`src/rtl/ws2812_receiver.sv`:
```
// WS2812-style single-wire NRZ pixel-stream receiver.
// Measures each high pulse on din to decide whether it carries a 0 or a 1.
// It assembles 24-bit pixels, MSB first, and tracks each pixel's index within the frame.
// A long low gap latches the frame. Malformed traffic raises a one-cycle error strobe.
module ws2812_receiver #(
    parameter int T1H_MIN_CYCLES  = 6,
    parameter int HIGH_MAX_CYCLES = 14,
    parameter int RESET_CYCLES    = 600
) (
    input  logic        clk,
    input  logic        reset,
    input  logic        din,
    output logic [23:0] pixel_data,
    output logic [5:0]  pixel_index,
    output logic        pixel_valid,
    output logic        frame_done,
    output logic        err,
    output logic        busy
);
    localparam int HCW = $clog2(HIGH_MAX_CYCLES + 2);
    localparam int LCW = $clog2(RESET_CYCLES + 1);
    localparam logic [HCW-1:0] HIGH_SAT = HCW'(HIGH_MAX_CYCLES + 1);
    localparam logic [HCW-1:0] HIGH_MAX = HCW'(HIGH_MAX_CYCLES);
    localparam logic [HCW-1:0] T1H_MIN  = HCW'(T1H_MIN_CYCLES);
    localparam logic [LCW-1:0] LOW_SAT  = LCW'(RESET_CYCLES);

    typedef enum logic [1:0] {SYNC, WAIT, HIGH} state_t;

    logic           sync1_q, din_s_q, din_d_q;
    logic           rise, fall, latch;
    logic [HCW-1:0] high_cnt_q, high_cnt_d;
    logic [LCW-1:0] low_cnt_q, low_cnt_d;

    state_t         state_q;
    logic [22:0]    shreg_q;
    logic [4:0]     bit_cnt_q;
    logic [5:0]     pix_cnt_q;
    logic           wrapped_q;
    logic [23:0]    pixel_data_q;
    logic [5:0]     pixel_index_q;
    logic           pixel_valid_q, frame_done_q, err_q, busy_q;

    logic           bit_val;
    logic [23:0]    word;

    assign rise    = din_s_q & ~din_d_q;
    assign fall    = ~din_s_q & din_d_q;
    // Fires only on the single cycle the low counter reaches saturation.
    assign latch   = ~din_s_q && (low_cnt_q == LOW_SAT - 1'b1);
    assign bit_val = (high_cnt_q >= T1H_MIN);
    assign word    = {shreg_q, bit_val};

    assign pixel_data  = pixel_data_q;
    assign pixel_index = pixel_index_q;
    assign pixel_valid = pixel_valid_q;
    assign frame_done  = frame_done_q;
    assign err         = err_q;
    assign busy        = busy_q;

    // Two-flop synchronizer for the asynchronous line plus one delay flop for edge detection.
    always_ff @(posedge clk) begin
        if (reset) begin
            sync1_q <= 1'b0;
            din_s_q <= 1'b0;
            din_d_q <= 1'b0;
        end else begin
            sync1_q <= din;
            din_s_q <= sync1_q;
            din_d_q <= din_s_q;
        end
    end

    // Pulse-width counters. The rise cycle counts as the first high clock,
    // so an N-clock pulse reads N on its fall event.
    always_comb begin
        high_cnt_d = high_cnt_q;
        if (rise) begin
            high_cnt_d = HCW'(1);
        end else if (din_s_q && high_cnt_q != HIGH_SAT) begin
            high_cnt_d = high_cnt_q + 1'b1;
        end
        low_cnt_d = low_cnt_q;
        if (din_s_q) begin
            low_cnt_d = '0;
        end else if (low_cnt_q != LOW_SAT) begin
            low_cnt_d = low_cnt_q + 1'b1;
        end
    end

    // Counter registers.
    always_ff @(posedge clk) begin
        if (reset) begin
            high_cnt_q <= '0;
            low_cnt_q  <= '0;
        end else begin
            high_cnt_q <= high_cnt_d;
            low_cnt_q  <= low_cnt_d;
        end
    end

    // Decoder FSM: bit assembly, pixel/frame bookkeeping and registered strobes.
    always_ff @(posedge clk) begin
        if (reset) begin
            state_q       <= SYNC;
            shreg_q       <= '0;
            bit_cnt_q     <= '0;
            pix_cnt_q     <= '0;
            wrapped_q     <= 1'b0;
            pixel_data_q  <= '0;
            pixel_index_q <= '0;
            pixel_valid_q <= 1'b0;
            frame_done_q  <= 1'b0;
            err_q         <= 1'b0;
            busy_q        <= 1'b0;
        end else begin
            pixel_valid_q <= 1'b0;
            frame_done_q  <= 1'b0;
            err_q         <= 1'b0;
            case (state_q)
                SYNC: begin
                    if (latch) begin
                        state_q <= WAIT;
                    end
                end
                WAIT: begin
                    if (rise) begin
                        state_q <= HIGH;
                    end else if (latch) begin
                        // A partial pixel at the latch is an error.
                        // Frame_done can fire in the same cycle.
                        if (bit_cnt_q != 5'd0) begin
                            err_q <= 1'b1;
                        end
                        if (pix_cnt_q != 6'd0 || wrapped_q) begin
                            frame_done_q <= 1'b1;
                        end
                        shreg_q   <= '0;
                        bit_cnt_q <= '0;
                        pix_cnt_q <= '0;
                        wrapped_q <= 1'b0;
                        busy_q    <= 1'b0;
                    end
                end
                HIGH: begin
                    if (high_cnt_d > HIGH_MAX) begin
                        // An over-long pulse discards the whole frame. Resync needs a full latch gap.
                        err_q     <= 1'b1;
                        state_q   <= SYNC;
                        shreg_q   <= '0;
                        bit_cnt_q <= '0;
                        pix_cnt_q <= '0;
                        wrapped_q <= 1'b0;
                        busy_q    <= 1'b0;
                    end else if (fall) begin
                        state_q <= WAIT;
                        busy_q  <= 1'b1;
                        shreg_q <= word[22:0];
                        if (bit_cnt_q == 5'd23) begin
                            pixel_data_q  <= word;
                            pixel_index_q <= pix_cnt_q;
                            pixel_valid_q <= 1'b1;
                            pix_cnt_q     <= pix_cnt_q + 6'd1;
                            bit_cnt_q     <= '0;
                            if (pix_cnt_q == 6'd63) begin
                                wrapped_q <= 1'b1;
                            end
                        end else begin
                            bit_cnt_q <= bit_cnt_q + 5'd1;
                        end
                    end
                end
                default: state_q <= SYNC;
            endcase
        end
    end
endmodule

```
`config.mk`:
```
export PLATFORM = sky130hd
export DESIGN_NAME = ws2812_receiver
export DESIGN_NICKNAME = d
export VERILOG_FILES = /design/src/rtl/ws2812_receiver.sv
export SDC_FILE = /design/constraint.sdc
export NUM_CORES = 1
export LEC_CHECK = 0
export CAP_MARGIN = 20
export CORE_ASPECT_RATIO = 1.4
export CORE_MARGIN = 2
export CORE_UTILIZATION = 61
export DETAILED_ROUTE_END_ITERATION = 16
export PLACE_DENSITY = 0.84
export SLEW_MARGIN = 20
export SYNTH_ARGS = -nofsm -noshare
export SYNTH_HDL_FRONTEND = slang
export SYNTH_SLANG_ARGS = --single-unit
```
`constraint.sdc`:
```
create_clock -name clk -period 3.46 [get_ports clk]
set_input_delay 0.692 -clock clk [delete_from_list [all_inputs] [get_ports clk]]
set_output_delay 0.692 -clock clk [all_outputs]
set_load 0.03 [all_outputs]
```
* Yosys cells after proc, flatten, opt, wreduce, memory -nomap -nowiden
Index checks and enable logic that the tools add are counted.
Cells by class: $add $sub $neg 4, div/mod/pow operators 0, eq/ne operators 14, $lt $le $gt $ge 2, shift operators 0, reductions and logical operators 15, bitwise gates (word level) 9, multiplexer cells 41, multipliers 0
Operators with widths (number):
- $mux 23 | 4
- $pmux 23 s2 | 1
- $mux 6 | 5
- $mux 5 | 5
- $mux 1 | 14
- $pmux 6 s2 | 1
- $add 10x1->10 const B | 1
- $eq 10x10->1 const B | 1
- $ne 10x10->1 const B | 1
- $pmux 5 s2 | 1
- $ne 3x3->1 const B | 3
- $mux 2 | 4
- $mux 4 | 2
- $ne 2x2->1 const B | 4
- $reduce_and 4->1 | 2
- $reduce_or 4->1 | 2
- $not 1->1 | 7
- $add 6x1->6 const B | 1
- $eq 6x6->1 const B | 1
- $pmux 1 s2 | 3
- $pmux 2 s3 | 1
- $reduce_and 6->1 | 1
- $reduce_bool 6->1 | 1
- $add 5x1->5 const B | 1
- 16 further kinds | 18
Storage, ports and cells: ROM bits 0, memories kept 0, latch bits 0, bits in writable memories 0, input port bits 3, flip-flop bits (word level) 88

* Logic depth before layout (Yosys ltp)
depth in word-level cells 7, mapped depth 9, mapped depth without buffers 7

* Least setup slack after synthesis
Ideal clock, no wire load.
kind flip-flop to flip-flop, start register high_cnt_q[0], end register bit_cnt_q[3], stages on the path, launching flop included 8, required time 3.380 ns, path slack 1.261 ns, path buffers 1, clock period less this slack 2.199 ns, data arrival time 2.120 ns, path through dfxtp_1 -> clkbuf_1 -> inv_1 -> ha_1 -> o32ai_1 -> a31oi_1 -> or4_4 -> a211oi_2
Between the ends: longest elaborated chain between the ends 7
Ends and longest elaborated chain:
- from (decl) | line 31 | logic [HCW-1:0] high_cnt_q, high_cnt_d;
- from (signal assigned) | line 96 | high_cnt_q <= high_cnt_d;
- parallel branches: the longest is 2 deep, another holds $add 4x1->4
- $mux 4 (*) | line 79 | end else if (din_s_q && high_cnt_q != HIGH_SAT) begin
- $mux 4 (*) | line 77 | if (rise) begin
- $gt 4x4->1 (*) | line 145 | if (high_cnt_d > HIGH_MAX) begin
- $ne 3x3->1 (no line) or $mux 5 (tied branches)
- $reduce_and 4->1 (no line) or $pmux 5 s2 (tied branches)
- to (signal assigned) | line 168 | bit_cnt_q <= bit_cnt_q + 5'd1;
- to (decl) | line 36 | logic [4:0] bit_cnt_q;
Every way passes the cells marked *. A chain may end at the register's enable or synchronous reset.

* Worst setup path in the final report
start register high_cnt_q[0], end register pixel_index_q[2], in the netlist pixel_index[2]
Between the ends: longest elaborated chain between the ends 7
Ends and longest elaborated chain:
- parallel branches: the longest is 2 deep, another holds $add 4x1->4
- $mux 4 (*) | line 79
- $mux 4 (*) | line 77
- $gt 4x4->1 (*) | line 145
- $not 1->1 (no line) (*)
- $reduce_and 4->1 (no line) (*)
- to (signal assigned) | line 160 | pixel_index_q <= pix_cnt_q;
- to (decl) | line 40 | logic [5:0] pixel_index_q;
Marked as above.

==> results.json <==
{
  "synth-edff-count": 0,
  "initial_utilization": 0.628,
  "yosys-top-cells-area": "dfxtp_1 (46%), a21oi_1 (7.8%), nand2_1 (7.7%), nand3_1 (4.4%), ha_1 (4.2%)",
  "routed_wl_mm": 8.51,
  "setup_violations": 0,
  "cts_hold_buf": 0,
  "clock_skew_ns": 0.00909,
  "max_freq_ghz": 0.384,
  "worstSetupPathType": "flip-flop to flip-flop",
  "grt_pass1_wl_mm": 14.8,
  "grt_start_max_net_pins": 45,
  "drv_slew": 0,
  "cts-root-buf": "clkbuf_8",
  "io_pins": 37,
  "gp_congestion": 0.837,
  "drv_cap": 0,
  "cp-start-kind": "flip-flop",
  "synth_seq_cells": 88,
  "p_leak_nw": 1.54,
  "dpl-instance-area_um2": 4300,
  "routed-via-count": 3400,
  "crit_chain": "ha_1 -> nand2_1 -> o311a_1 -> a311oi_4 -> buf_4 -> nand2_1 -> a21oi_1",
  "port_buffers": 36,
  "antenna_cells": 0,
  "critPathCaptureType": "flip-flop",
  "htreeDepth": 3,
  "instances_no_fill": 568,
  "final_util": 0.728,
  "ys_types": 58,
  "hpwlAfterDp_mm": 5.57,
  "syn-cell-area_um2": 3870,
  "dp_cells": 553,
  "die_area_um2": 7010,
  "syn_to_final_growth_pct": 15.9,
  "cts.sinks": 88,
  "final_hold_viol_count": 0,
  "rsz0062_at_grt": "false",
  "groute.usage.overall": 0.259,
  "cts.clk_slew.worst_paths_ns": 0.09,
  "avgSynthCellArea_um2": 8.31,
  "worstPathArrival_ns": 2.89,
  "syn_nets": 482,
  "ant_nets": 0,
  "synth_top_area_share": 0.455,
  "tritoncts": "built",
  "worst_pin_slew_ns": 0.669,
  "fin_nets": 508,
  "drt_iter0_drc": 343,
  "fin_crit_ns": 2.61,
  "clk_latency_ns": 0.35,
  "cts_setup_buffers": 0,
  "setup_tns_ns": 0,
  "die_w_um": 71.3,
  "fp-row-count": 34,
  "cp.required_ns": 3.74,
  "cpMostUsedCell": "nand2_1",
  "syn_inst": 466,
  "drtPass1Iterations": 4,
  "ys_seq_area_frac": 0.455,
  "clockBufferDepth": 2,
  "antenna_found_initial": 0,
  "yosys.area.top_type": "dfxtp_1",
  "yosys_warnings": 0,
  "ir_drop_mv": 0.342,
  "design_area_um2": 4490,
  "grt_pass1_vias": 3304,
  "synthFlopType": "dfxtp_1",
  "status": "finished clean",
  "hold_path_class": "flip-flop to flip-flop",
  "die_h_um": 98.3,
  "slew_headroom": 0.554,
  "slowest_stage": "a311oi_4",
  "synth_most_common_cell": "dfxtp_1",
  "numCtsBuffers": 9,
  "p_per_area_nw_per_um2": 397,
  "viasPerCell": 5.99,
  "crit_path_max_incr_delay_ns": 0.64,
  "path_max_fanout": 19,
  "synthTopCellsByCount": "dfxtp_1 (88), nand2_1 (79), a21oi_1 (60)",
  "overflow": 0,
  "async_reset_ff_frac": 0,
  "drc_errors": 0,
  "postCtsResizedCells": 0,
  "layout-drive-gt1-share": 0.0746,
  "core_region_area_um2": 6170,
  "avgRoutedWirePerCell_um": 15.0,
  "period_share": 0.753
}
==> report_power, final <==
group	internal [mW]	total, mW	switching [mW]	leakage [nW]
Clock	0.333	0.697	0.363	0.0957
Sequential	1.02	1.03	0.00932	0.710
Combinational	0.0188	0.0568	0.0380	0.736
==> through the flow <==
stage               hold slack (ns)  worst slack, ns  total power, mW
floorplan                     0.414             1.26             1.09
global placement              0.425            0.987             1.10
detailed placement            0.446            0.920             1.11
CTS                           0.458            0.854             1.79
global route                  0.472            0.639             1.84
finish                        0.452            0.853             1.78
==> final cells by class <==
type | instances | area [µm²]
Inverter | 17 | 63.8
Sequential cell | 88 | 1760
Multi-Input combinational cell | 332 | 1960
Clock buffer | 9 | 124
Tap cell | 72 | 90.1
Fill cell | 482 | 1680
Clock inverter | 6 | 68.8
Timing Repair Buffer | 44 | 415
==> layout by cell type, fill, tap and decap left out, types with 3 or more instances in the layout <==
cell / instances
ha_1: 13
a211oi_1: 4
buf_4: 8
nand2b_1: 4
o21ai_0: 25
xnor2_1: 3
and2_1: 4
nor3_1: 7
xor2_1: 5
a31oi_1: 6
nand4_1: 7
clkbuf_8: 9
or4_1: 3
and3_1: 9
nand2_1: 79
clkdlybuf4s50_1: 35
nor2b_1: 3
nand3_1: 34
nand4b_1: 3
nor2_1: 18
a21oi_1: 60
o31ai_1: 3
dfxtp_1: 88
inv_1: 15
o21ai_1: 4
==> kinds of logic (layout without fill, tap and decap cells) <==
group | Yosys count | in the layout | synth area share
simple gates | 182 | 182 | 0.236
compound gates | 128 | 128 | 0.197
flops | 88 | 88 | 0.455
buf+inv | 46 | 76 | 0.0498
fa+ha+maj | 13 | 13 | 0.0420
xor+xnor | 8 | 8 | 0.0181
mux | 1 | 1 | 0.00259
==> registers in the layout, indices dropped and copies added (netlist names) <==
signal / flops
sync1_q: 1
pixel_index: 6
high_cnt_q: 4
din_s_q: 1
shreg_q: 23
bit_cnt_q: 5
din_d_q: 1
wrapped_q: 1
state_q: 2
pixel_data: 24
low_cnt_q: 10
pixel_valid: 1
frame_done: 1
err: 1
busy: 1
pix_cnt_q: 6
==> metal layers <==
| layer | vias up | global-route usage | wire, µm |
|---|---|---|---|
| met1 | 1597 | 0.303 | 3570 |
| met3 | 16 | 0.0464 | 298 |
| met2 | 82 | 0.452 | 4480 |
| met5 | - | 0 | 0 |
| met4 | 0 | 0.120 | 169 |
| li1 | 1705 | - | - |
==> worst max-delay path, delay by kind of cell (launching register included) <==
kind / cells / cell delay, ns
AO/OA/AOI/OAI: 3 / 1.17
flip-flops: 1 / 0.48
buffers and inverters: 1 / 0.35
adder cells (fa/ha/maj): 1 / 0.29
AND/OR/NAND/NOR: 2 / 0.24
==> final timing paths <==
check                                    from             end  cells past startpoint  slack [ns]
worst max-delay path            high_cnt_q[0]  pixel_index[2]                      7        0.85
worst min register to register    shreg_q[22]  pixel_data[23]                      2        0.45
worst max register to register  high_cnt_q[0]  pixel_index[2]                      7        0.85
worst min-delay path              shreg_q[22]  pixel_data[23]                      2        0.45
Note: power is estimated with default switching activity, not from simulation.
